`src/rtl/lsu_pkg.sv`:
```
// Shared definitions for the load/store unit front-end: control encodings,
// FSM state type, default address map and small decode helpers.
package lsu_pkg;

    // Size/sign encodings carried on the control field
    localparam logic [2:0] LSU_B  = 3'b000;
    localparam logic [2:0] LSU_H  = 3'b001;
    localparam logic [2:0] LSU_W  = 3'b010;
    localparam logic [2:0] LSU_BU = 3'b100;
    localparam logic [2:0] LSU_HU = 3'b101;

    typedef enum logic [1:0] {
        IDLE   = 2'd0,
        ACCESS = 2'd1,
        RESP   = 2'd2
    } lsu_state_e;

    // Default map: ch0 data memory, ch1 input buffer, ch2 output buffer
    localparam int          LSU_N_CH_DEF    = 3;
    localparam logic [95:0] LSU_CH_BASE_DEF = {32'h0000_7800, 32'h0000_7000, 32'h0000_2000};
    localparam logic [95:0] LSU_CH_MASK_DEF = {32'h0000_FFE0, 32'h0000_FFC0, 32'h0000_E000};

    // True for the five defined size/sign encodings
    function automatic logic lsu_control_legal(input logic [2:0] control);
        logic legal;
        case (control)
            LSU_B, LSU_H, LSU_W, LSU_BU, LSU_HU: legal = 1'b1;
            default:                             legal = 1'b0;
        endcase
        return legal;
    endfunction

    // True when a halfword sits on an odd address or a word is not 4-byte aligned
    function automatic logic lsu_misaligned(input logic [2:0] control, input logic [1:0] offset);
        logic mis;
        case (control)
            LSU_H, LSU_HU: mis = offset[0];
            LSU_W:         mis = |offset;
            default:       mis = 1'b0;
        endcase
        return mis;
    endfunction

endpackage

```
`src/rtl/lsu_align.sv`:
```
// Byte-lane steering for stores and lane extraction with sign/zero
// extension for loads. Purely combinational.
module lsu_align
    import lsu_pkg::*;
(
    input  logic [2:0]  control,
    input  logic [1:0]  offset,
    input  logic [31:0] st_data,
    input  logic [31:0] rdata,
    output logic [31:0] wdata,
    output logic [3:0]  bmask,
    output logic [31:0] ld_data
);

    logic [7:0]  rd_byte [4];
    logic [7:0]  byte_sel;
    logic [15:0] half_sel;

    // Split the read word into byte lanes for easy offset selection
    for (genvar gi = 0; gi < 4; gi++) begin : g_lane
        assign rd_byte[gi] = rdata[8*gi +: 8];
    end

    assign byte_sel = rd_byte[offset];
    assign half_sel = offset[1] ? rdata[31:16] : rdata[15:0];

    // Store steering: replicate the datum on every lane, enable only its lanes
    always_comb begin
        wdata = st_data;
        bmask = 4'b1111;
        case (control)
            LSU_B, LSU_BU: begin
                wdata = {4{st_data[7:0]}};
                bmask = 4'b0001 << offset;
            end
            LSU_H, LSU_HU: begin
                wdata = {2{st_data[15:0]}};
                bmask = offset[1] ? 4'b1100 : 4'b0011;
            end
            default: begin
                wdata = st_data;
                bmask = 4'b1111;
            end
        endcase
    end

    // Load extraction: pick the addressed lane and extend to 32 bits
    always_comb begin
        ld_data = 32'h0;
        case (control)
            LSU_B:   ld_data = {{24{byte_sel[7]}}, byte_sel};
            LSU_BU:  ld_data = {24'h0, byte_sel};
            LSU_H:   ld_data = {{16{half_sel[15]}}, half_sel};
            LSU_HU:  ld_data = {16'h0, half_sel};
            LSU_W:   ld_data = rdata;
            default: ld_data = 32'h0;
        endcase
    end

endmodule

```
`src/rtl/lsu_ctrl.sv`:
```
// Load/store unit front-end: valid/ready request intake, address decode to
// N_CH memory-mapped channels, ack wait with bus timeout, and a one-cycle
// registered response. Optional build macro LSU_MISALIGN_TRAP_EN turns
// misaligned halfword/word accesses into error responses; without it the
// address is aligned down and the access proceeds.
module lsu_ctrl
    import lsu_pkg::*;
#(
    parameter int                N_CH    = LSU_N_CH_DEF,
    parameter logic [N_CH*32-1:0] CH_BASE = LSU_CH_BASE_DEF,
    parameter logic [N_CH*32-1:0] CH_MASK = LSU_CH_MASK_DEF,
    parameter int                TIMEOUT = 15
) (
    input  logic                i_clk,
    input  logic                i_rst,
    input  logic                i_req_valid,
    output logic                o_req_ready,
    input  logic                i_req_we,
    input  logic [31:0]         i_addr,
    input  logic [31:0]         i_st_data,
    input  logic [2:0]          i_control,
    output logic                o_rsp_valid,
    output logic [31:0]         o_rsp_data,
    output logic                o_rsp_err,
    output logic [N_CH-1:0]     o_mem_sel,
    output logic                o_mem_we,
    output logic [31:0]         o_mem_addr,
    output logic [31:0]         o_mem_wdata,
    output logic [3:0]          o_mem_bmask,
    input  logic [N_CH*32-1:0]  i_mem_rdata,
    input  logic [N_CH-1:0]     i_mem_ack
);

    // Counter runs 0..TIMEOUT-1 while waiting; the last value expires the access
    localparam int              CNT_W    = (TIMEOUT > 1) ? $clog2(TIMEOUT) : 1;
    localparam logic [CNT_W-1:0] CNT_LAST = CNT_W'(TIMEOUT - 1);

    lsu_state_e       state_reg, state_next;
    logic [CNT_W-1:0] cnt_reg, cnt_next;
    logic [N_CH-1:0]  sel_reg, sel_next;
    logic             we_reg, we_next;
    logic [31:0]      addr_reg, addr_next;
    logic [31:0]      wdata_reg, wdata_next;
    logic [3:0]       bmask_reg, bmask_next;
    logic [2:0]       ctrl_reg, ctrl_next;
    logic [1:0]       off_reg, off_next;
    logic             rsp_valid_reg, rsp_valid_next;
    logic             rsp_err_reg, rsp_err_next;
    logic [31:0]      rsp_data_reg, rsp_data_next;

    logic [N_CH-1:0]  hit;
    logic [N_CH-1:0]  sel_dec;
    logic [31:0]      rd_lane [N_CH];
    logic [31:0]      rdata_sel;
    logic             ack_hit;
    logic             misalign;
    logic [1:0]       req_off;
    logic             req_ok;

    logic [2:0]       align_ctrl;
    logic [1:0]       align_off;
    logic [31:0]      align_wdata;
    logic [3:0]       align_bmask;
    logic [31:0]      align_ld;

    // Per-channel address match and per-channel read data gated by the registered select
    for (genvar gi = 0; gi < N_CH; gi++) begin : g_ch
        assign hit[gi]     = (i_addr & CH_MASK[32*gi +: 32]) == CH_BASE[32*gi +: 32];
        assign rd_lane[gi] = sel_reg[gi] ? i_mem_rdata[32*gi +: 32] : 32'h0;
    end

    // Lowest-index match wins: isolate the least significant set bit
    assign sel_dec = hit & (~hit + N_CH'(1));

    // OR-merge the gated lanes; at most one is non-zero
    always_comb begin
        rdata_sel = 32'h0;
        for (int k = 0; k < N_CH; k++) begin
            rdata_sel = rdata_sel | rd_lane[k];
        end
    end

    assign ack_hit = |(i_mem_ack & sel_reg);

`ifdef LSU_MISALIGN_TRAP_EN
    // Misaligned accesses are trapped, so the raw offset is kept
    assign misalign = lsu_misaligned(i_control, i_addr[1:0]);
    assign req_off  = i_addr[1:0];
`else
    // Misaligned accesses are aligned down: H drops bit 0, W drops both bits
    assign misalign = 1'b0;
    always_comb begin
        req_off = i_addr[1:0];
        case (i_control)
            LSU_H, LSU_HU: req_off = {i_addr[1], 1'b0};
            LSU_W:         req_off = 2'b00;
            default:       req_off = i_addr[1:0];
        endcase
    end
`endif

    assign req_ok = lsu_control_legal(i_control) && (|sel_dec) && !misalign;

    // One steering instance: fed by the incoming request in IDLE (store lanes),
    // by the registered request otherwise (load extraction at ack time)
    assign align_ctrl = (state_reg == IDLE) ? i_control : ctrl_reg;
    assign align_off  = (state_reg == IDLE) ? req_off   : off_reg;

    lsu_align u_align (
        .control (align_ctrl),
        .offset  (align_off),
        .st_data (i_st_data),
        .rdata   (rdata_sel),
        .wdata   (align_wdata),
        .bmask   (align_bmask),
        .ld_data (align_ld)
    );

    // Ready is the only combinational output; it is blocked while reset is asserted
    assign o_req_ready = (state_reg == IDLE) && !i_rst;

    // Next-state and next-register logic for the request/access/response FSM
    always_comb begin
        state_next     = state_reg;
        cnt_next       = cnt_reg;
        sel_next       = sel_reg;
        we_next        = we_reg;
        addr_next      = addr_reg;
        wdata_next     = wdata_reg;
        bmask_next     = bmask_reg;
        ctrl_next      = ctrl_reg;
        off_next       = off_reg;
        rsp_valid_next = 1'b0;
        rsp_err_next   = 1'b0;
        rsp_data_next  = 32'h0;

        case (state_reg)
            IDLE: begin
                if (i_req_valid) begin
                    ctrl_next = i_control;
                    off_next  = req_off;
                    cnt_next  = '0;
                    if (req_ok) begin
                        state_next = ACCESS;
                        sel_next   = sel_dec;
                        we_next    = i_req_we;
                        addr_next  = {i_addr[31:2], 2'b00};
                        wdata_next = i_req_we ? align_wdata : 32'h0;
                        bmask_next = i_req_we ? align_bmask : 4'b1111;
                    end else begin
                        state_next     = RESP;
                        rsp_valid_next = 1'b1;
                        rsp_err_next   = 1'b1;
                    end
                end
            end
            ACCESS: begin
                if (ack_hit || (cnt_reg == CNT_LAST)) begin
                    state_next     = RESP;
                    rsp_valid_next = 1'b1;
                    rsp_err_next   = !ack_hit;
                    rsp_data_next  = (ack_hit && !we_reg) ? align_ld : 32'h0;
                    cnt_next       = '0;
                    sel_next       = '0;
                    we_next        = 1'b0;
                    addr_next      = 32'h0;
                    wdata_next     = 32'h0;
                    bmask_next     = 4'h0;
                end else begin
                    cnt_next = cnt_reg + CNT_W'(1);
                end
            end
            RESP: begin
                state_next = IDLE;
            end
            default: begin
                state_next = IDLE;
            end
        endcase
    end

    // State and output registers; reset abandons any transfer silently
    always_ff @(posedge i_clk) begin
        if (i_rst) begin
            state_reg     <= IDLE;
            cnt_reg       <= '0;
            sel_reg       <= '0;
            we_reg        <= 1'b0;
            addr_reg      <= 32'h0;
            wdata_reg     <= 32'h0;
            bmask_reg     <= 4'h0;
            ctrl_reg      <= 3'b000;
            off_reg       <= 2'b00;
            rsp_valid_reg <= 1'b0;
            rsp_err_reg   <= 1'b0;
            rsp_data_reg  <= 32'h0;
        end else begin
            state_reg     <= state_next;
            cnt_reg       <= cnt_next;
            sel_reg       <= sel_next;
            we_reg        <= we_next;
            addr_reg      <= addr_next;
            wdata_reg     <= wdata_next;
            bmask_reg     <= bmask_next;
            ctrl_reg      <= ctrl_next;
            off_reg       <= off_next;
            rsp_valid_reg <= rsp_valid_next;
            rsp_err_reg   <= rsp_err_next;
            rsp_data_reg  <= rsp_data_next;
        end
    end

    assign o_mem_sel   = sel_reg;
    assign o_mem_we    = we_reg;
    assign o_mem_addr  = addr_reg;
    assign o_mem_wdata = wdata_reg;
    assign o_mem_bmask = bmask_reg;
    assign o_rsp_valid = rsp_valid_reg;
    assign o_rsp_err   = rsp_err_reg;
    assign o_rsp_data  = rsp_data_reg;

endmodule

```
`config.mk`:
```
export PLATFORM = sky130hd
export DESIGN_NAME = lsu_ctrl
export DESIGN_NICKNAME = d
export VERILOG_FILES = /design/src/rtl/lsu_pkg.sv /design/src/rtl/lsu_align.sv /design/src/rtl/lsu_ctrl.sv
export SDC_FILE = /design/constraint.sdc
export NUM_CORES = 1
export LEC_CHECK = 0
export ABC_AREA = 1
export BUFFER_PORTS_ARGS = -buffer_cell sky130_fd_sc_hd__buf_2
export CORE_ASPECT_RATIO = 1.1
export CORE_MARGIN = 2
export CORE_UTILIZATION = 43
export CTS_CLUSTER_SIZE = 16
export DETAILED_ROUTE_END_ITERATION = 10
export PLACE_DENSITY_LB_ADDON = 0.3
export SYNTH_ARGS = -nofsm -noshare
export SYNTH_HDL_FRONTEND = slang
export SYNTH_SLANG_ARGS = --single-unit
```
`constraint.sdc`:
```
create_clock -name i_clk -period 1.45 [get_ports i_clk]
set_input_delay 0.145 -clock i_clk [delete_from_list [all_inputs] [get_ports i_clk]]
set_output_delay 0.145 -clock i_clk [all_outputs]
set_load 0.01 [all_outputs]
```
# Word-level counts from Yosys, hierarchy flattened

Cells that the tools add are included.

Logic and storage cells: 112
Flip-flop bits (word level): 117
Output and inout bits: 107
Input port bits: 170

Bitwise operators: 9
Mux-type cells: 49
Shifts and indexed selects: 1
Equal/unequal tests: 16
Add/subtract/negate cells: 2
Reductions and logical operators: 22
$lt $le $gt $ge: 1

Operator list:

| operator                                               | number |
|---|---|
| two-way mux 32 bit                                     | 9 |
| one-hot mux 32 bit (2 select lines)                    | 3 |
| one-hot mux 32 bit (5 select lines)                    | 1 |
| bitwise OR 32 bit                                      | 2 |
| two-way mux 4 bit                                      | 7 |
| one-hot mux 4 bit (2 select lines)                     | 3 |
| binary-select mux 8 bit (select 2 bit)                 | 1 |
| two-way mux 16 bit                                     | 1 |
| two-way mux 8 bit                                      | 2 |
| equality test 3 bit (second input constant)            | 4 |
| two-way mux 3 bit                                      | 4 |
| equality test 11 x 10 -> 1 bit (second input constant) | 1 |
| equality test 10 x 9 -> 1 bit (second input constant)  | 1 |
| equality test 3 x 1 -> 1 bit (second input constant)   | 3 |
| two-way mux 1 bit                                      | 8 |
| two-way mux 2 bit                                      | 4 |
| one-hot mux 2 bit (2 select lines)                     | 2 |
| bitwise AND 3 bit                                      | 2 |
| equality test 3 x 2 -> 1 bit (second input constant)   | 2 |
| logical NOT 3 bit                                      | 2 |
| != test 2 bit (second input constant)                  | 3 |
| one-hot mux 1 bit (2 select lines)                     | 3 |
| one-hot mux 3 bit (2 select lines)                     | 1 |
| AND reduction 2 bit                                    | 3 |
| 19 further kinds                                       | 28 |

# Depth between registers and ports, before layout

Depth after elaboration: 10
Mapped depth: 12
Depth with buffers taken out: 11

# Cells and area by module

Synthesis repeated with hierarchy kept, for this count alone.

Cells, all modules: 1,062
Area, all modules: 6,583.8 um2

Modules (own cells, without submodules):

| module    | times used | cells each | seq. area each (um2) | area each (um2) |
|---|---|---|---|---|
| lsu_ctrl  | 1          | 739        | 2,302.2              | 5,197.5 |
| lsu_align | 1          | 323        | 0.0                  | 1,386.3 |

# Least setup slack after synthesis

Ideal clock, no wire load.

Path type: register -> register
Start point: reg cnt_reg[0]
End point: reg addr_reg[20], in the netlist o_mem_addr[20]
Path buffers: 1
Data arrival time: 1,462 ps
Period minus slack after synthesis: 1,533 ps
Library setup time: 70 ps
Setup slack: -83 ps
Required time: 1,380 ps
Cell stages (with the launch flop): 11
Cell sequence: dfxtp_1 > inv_1 > ha_1 > nand3_1 > inv_1 > nor2_1 > nor2_2 > inv_2 > clkbuf_1 > nand3_1 > a21oi_1

Cells in the longest elaborated chain, start to end: 4

Ends and longest elaborated chain:

| what                                 | RTL line        | RTL |
|---|---|---|
| from (decl)                          | lsu_ctrl.sv:39  | `logic [CNT_W-1:0] cnt_reg, cnt_next;` |
| from (signal assigned)               | lsu_ctrl.sv:199 | `cnt_reg <= cnt_next;` |
| equality test 4 bit                  | lsu_ctrl.sv:158 | `if (ack_hit \|\| (cnt_reg == CNT_LAST)) begin` |
| logical OR 1 bit                     | lsu_ctrl.sv:158 |  |
| != test 2 bit (no source line)       | n/a             |  |
| AND reduction 4 bit (no source line) | n/a             |  |
| to (signal assigned)                 | lsu_ctrl.sv:202 | `addr_reg <= addr_next;` |
| to (decl)                            | lsu_ctrl.sv:42  | `logic [31:0] addr_reg, addr_next;` |

Every way passes these cells.
A chain may end at the register's enable or synchronous reset.

# Final worst setup path

Start point: reg state_reg[1]
End point: reg rsp_data_reg[1], in the netlist o_rsp_data[1]

Cells in the longest elaborated chain, start to end: 7
Elaborated cells between the ends (all ways): 17
Classes of those cells: eq/ne: 5; mux: 7; bitwise: 2; reduce/logical: 3

Ends and longest elaborated chain:

| what                                                  | RTL line                         | RTL |
|---|---|---|
| from (decl)                                           | lsu_ctrl.sv:38                   | `lsu_state_e state_reg, state_next;` |
| from (signal assigned)                                | lsu_ctrl.sv:198                  | `state_reg <= state_next;` |
| logical NOT 2 bit                                     | lsu_ctrl.sv:106, lsu_ctrl.sv:107 |  |
| two-way mux 2 bit                                     | lsu_ctrl.sv:107                  | `assign align_off = (state_reg == IDLE) ? req_off : off_reg;` |
| NOT 2 -> 3 bit (not written as such)                  | lsu_align.sv:24                  | `assign byte_sel = rd_byte[offset];` |
| binary-select mux 8 bit (select 2 bit)                | lsu_align.sv:24                  |  |
| two-way mux 8 bit (not written as such) (2 in series) | lsu_align.sv:24                  |  |
| one-hot mux 32 bit (5 select lines)                   | lsu_align.sv:50                  | `case (control)` |
| to (signal assigned)                                  | lsu_ctrl.sv:209                  | `rsp_data_reg <= rsp_data_next;` |
| to (decl)                                             | lsu_ctrl.sv:49                   | `logic [31:0] rsp_data_reg, rsp_data_next;` |

Several ways; a longest one is shown, not always the timed one. The select of a mux whose other input is x is not followed.

==> impl_metrics.json <==
{
  "grt_max_degree": 34,
  "period_share_pct": 117,
  "coreArea_um2": 13900,
  "skew_ns": 0.0119,
  "die-area_um2": 15300,
  "worst_setup_path_end_kind": "flop",
  "cp_slowest_stage_delay_ns": 0.35,
  "dp_hpwl_um": 16200,
  "crit_path_max_fanout": 7,
  "worst_slack_ns": -0.243,
  "synthDistinctLibCells": 35,
  "pin_count": 277,
  "reg2reg_to": "o_rsp_data[1]",
  "p_per_area_nw_per_um2": 896,
  "cts_tree": "built",
  "drc": 0,
  "setup_viol": 105,
  "synth_area_um2": 6180,
  "max-clock-path-buffers": 2,
  "crit_start": "state_reg[1]",
  "combPwrFrac_pct": 18.3,
  "peakVddDrop_v": 0.000917,
  "initial_core_util_pct": 44.4,
  "critPathBufInv": 3,
  "synthFlopType": "dfxtp_1",
  "netlist_top_cells_area": "dfxtp_1, nand2_1, a21oi_1",
  "viasPerCell": 5.23,
  "stdcell_count": 1517,
  "fp.dieW_um": 118,
  "grt_pass1_wl_um": 36500,
  "cts_max_level": 4,
  "finalPower_uw": 9130,
  "hold-path-cell-count": 3,
  "r2r_slack_ns": -0.24,
  "cp.required_ns": 1.79,
  "synthCells": 937,
  "antenna_found_initial": 1,
  "gr-total-overflow": 0,
  "post_synth.cell_area_avg_um2": 6.60,
  "reg2reg_depth": 11,
  "drt-total-wl_um": 24400,
  "area_growth_pct": 64.9,
  "hp-class": "in2reg",
  "p_int_uw": 6730,
  "drv_cap": 0,
  "detail_route.wl_per_cell_um": 16.1,
  "dp_slack_ns": -0.253,
  "rsz0062_at_grt": "true",
  "cp_slowest_cell": "dfxtp_4",
  "start_kind": "flop",
  "power.share.switching_pct": 26.3,
  "clock_sinks": 115,
  "hold_viol": 0,
  "synth_area_leader_cell": "dfxtp_1",
  "hold_ws_ns": 0.0246,
  "min_period_ns": 1.69,
  "path_class": "reg2reg",
  "slew_violations": 0,
  "root_buffer": "clkbuf_16",
  "cts_made_buffers": 17,
  "antenna_left": 0,
  "worst-path-stages": 11,
  "seq_power_share_pct": 35.5,
  "violations": "setup timing",
  "cts.clk_slew.worst_paths_ns": 0.05,
  "cp_top_family": "simple AND/OR/NAND/NOR gates",
  "fmax_mhz": 591,
  "ys_ff_latch": 115,
  "grt_pass1_vias": 7582,
  "final_common_cell": "buf_2",
  "synth-edff-count": 0,
  "crit_path_end": "o_rsp_data[1]",
  "dp.cells": 1429,
  "fin_nets": 1487,
  "async_reset_ff_share_pct": 0,
  "vias": 7929,
  "row_count": 45,
  "die_h_um": 130,
  "final_util_pct": 73.3,
  "globalRouteTotalUtil_pct": 29.9,
  "gp_congestion": 0.900,
  "synth_top_area_share_pct": 37.3,
  "synth_seq_area_share_pct": 37.3,
  "yosysWarnings": 0,
  "layout-drive-gt1-share_pct": 42.5,
  "final_cell_mix": "buf_2, nand2_1, a21oi_1, dfxtp_1, nand3_1",
  "cellLeakagePower_uw": 0.00481,
  "rr_startpoint": "state_reg[1]",
  "power_switching_uw": 2400,
  "outcome": "complete, but fails checks",
  "port_buffers": 274,
  "drtIter0Drc": 583,
  "clock_latency_ns": 0.41,
  "first_pass_iters": 7,
  "arrival_ns": 2.03,
  "cp_cell_sequence": "nor2_4 > clkbuf_16 > nand2_4 > o21ai_4 > nand2_8 > clkinv_8 > buf_6 > nand3_1 > nand2_2 > nand2_1 > a21oi_1",
  "clkPwrFrac_pct": 46.2
}
what timing repair did:
| action | CTS | global route |
|---|---|---|
| pin swaps | 8 | 37 |
| buffers inserted | 10 | 8 |
| resized for setup | 52 | 102 |
| hold endpoints to repair | 27 | 0 |
| cloned | 6 | 7 |
| hold buffers | 27 | 0 |
| endpoints found under the setup margin | 105 | 110 |
worst reg2reg max path: stages (launching register included):
cell and delay, ns:
dfxtp_4 0.35, nor2_4 0.17, clkbuf_16 0.19, nand2_4 0.05, o21ai_4 0.13, nand2_8 0.15
clkinv_8 0.11, buf_6 0.10, nand3_1 0.10, nand2_2 0.08, nand2_1 0.05, a21oi_1 0.13
power groups by stage:
| stage | combinational, uW | clock (uW) | sequential (uW) |
|---|---|---|---|
| 2_1_floorplan | 672 | 0 | 3320 |
| 5_1_grt | 1810 | 4410 | 3240 |
| 4_1_cts | 1420 | 4270 | 3240 |
| 6_report | 1670 | 4220 | 3240 |
| 3_3_place_gp | 1280 | 0 | 3300 |
| 3_5_place_dp | 1290 | 0 | 3300 |
per-stage QoR:
step	area, um^2	TNS, ns
6_report	10200	-16.44
5_1_grt	10200	-25.60
4_1_cts	9640	-12.17
3_5_place_dp	8360	-12.42
3_3_place_gp	8360	-8.12
2_1_floorplan	6230	-0.421
Yosys cell counts (all sizes together) (2+ instances only):
library cell  number
clkbuf            24
xor2               2
ha                 2
dfxtp            115
nor3               7
inv               53
a21oi            150
nand4              2
o21ai             60
nor2              85
nand2            276
nand3            107
buf               39
or2               10
metal layers:
layer	up-vias	wire length (um)	global-route usage, %	part of all wire, %
li1	3837	-	-	-
met1	3663	9080	31.4	37
met2	373	12500	55.9	51
met3	54	2040	8.44	8.4
met4	2	701	13.7	2.9
met5	-	13	0	0.053
worst min path at each step:
stage / from / to
finish: i_addr[3] / o_mem_addr[3]
global route: i_addr[26] / o_mem_addr[26]
CTS: i_addr[3] / o_mem_addr[3]
detailed placement: i_addr[18] / o_mem_addr[18]
global placement: i_addr[28] / o_mem_addr[28]
floorplan: i_st_data[0] / o_mem_wdata[0]
cell families (layout without fill, tap and decap cells):
| logic type | Yosys count | in the layout | share of synthesized area, % |
|---|---|---|---|
| and+or+nand+nor | 488 | 489 | 34.4 |
| AOI/OAI and AO/OA | 212 | 212 | 19.0 |
| buffers and inverters | 117 | 506 | 8.60 |
| DFF | 115 | 115 | 37.3 |
| adders and majority gates | 2 | 2 | 0.405 |
| xor gates and xnor gates | 2 | 2 | 0.284 |
| other | 1 | 3 | 0.0607 |
cell type report:
type	count	area, um^2
antenna	1	2.50
clock buffer	24	502
clock inverter	8	98.8
fill	1106	3720
inverter	54	235
multi-input combinational	707	3770
sequential	115	2310
tap	188	235
timing repair buffer	419	3020
timing repair inverter	1	8.76
Power figures use the tool's default switching activity.
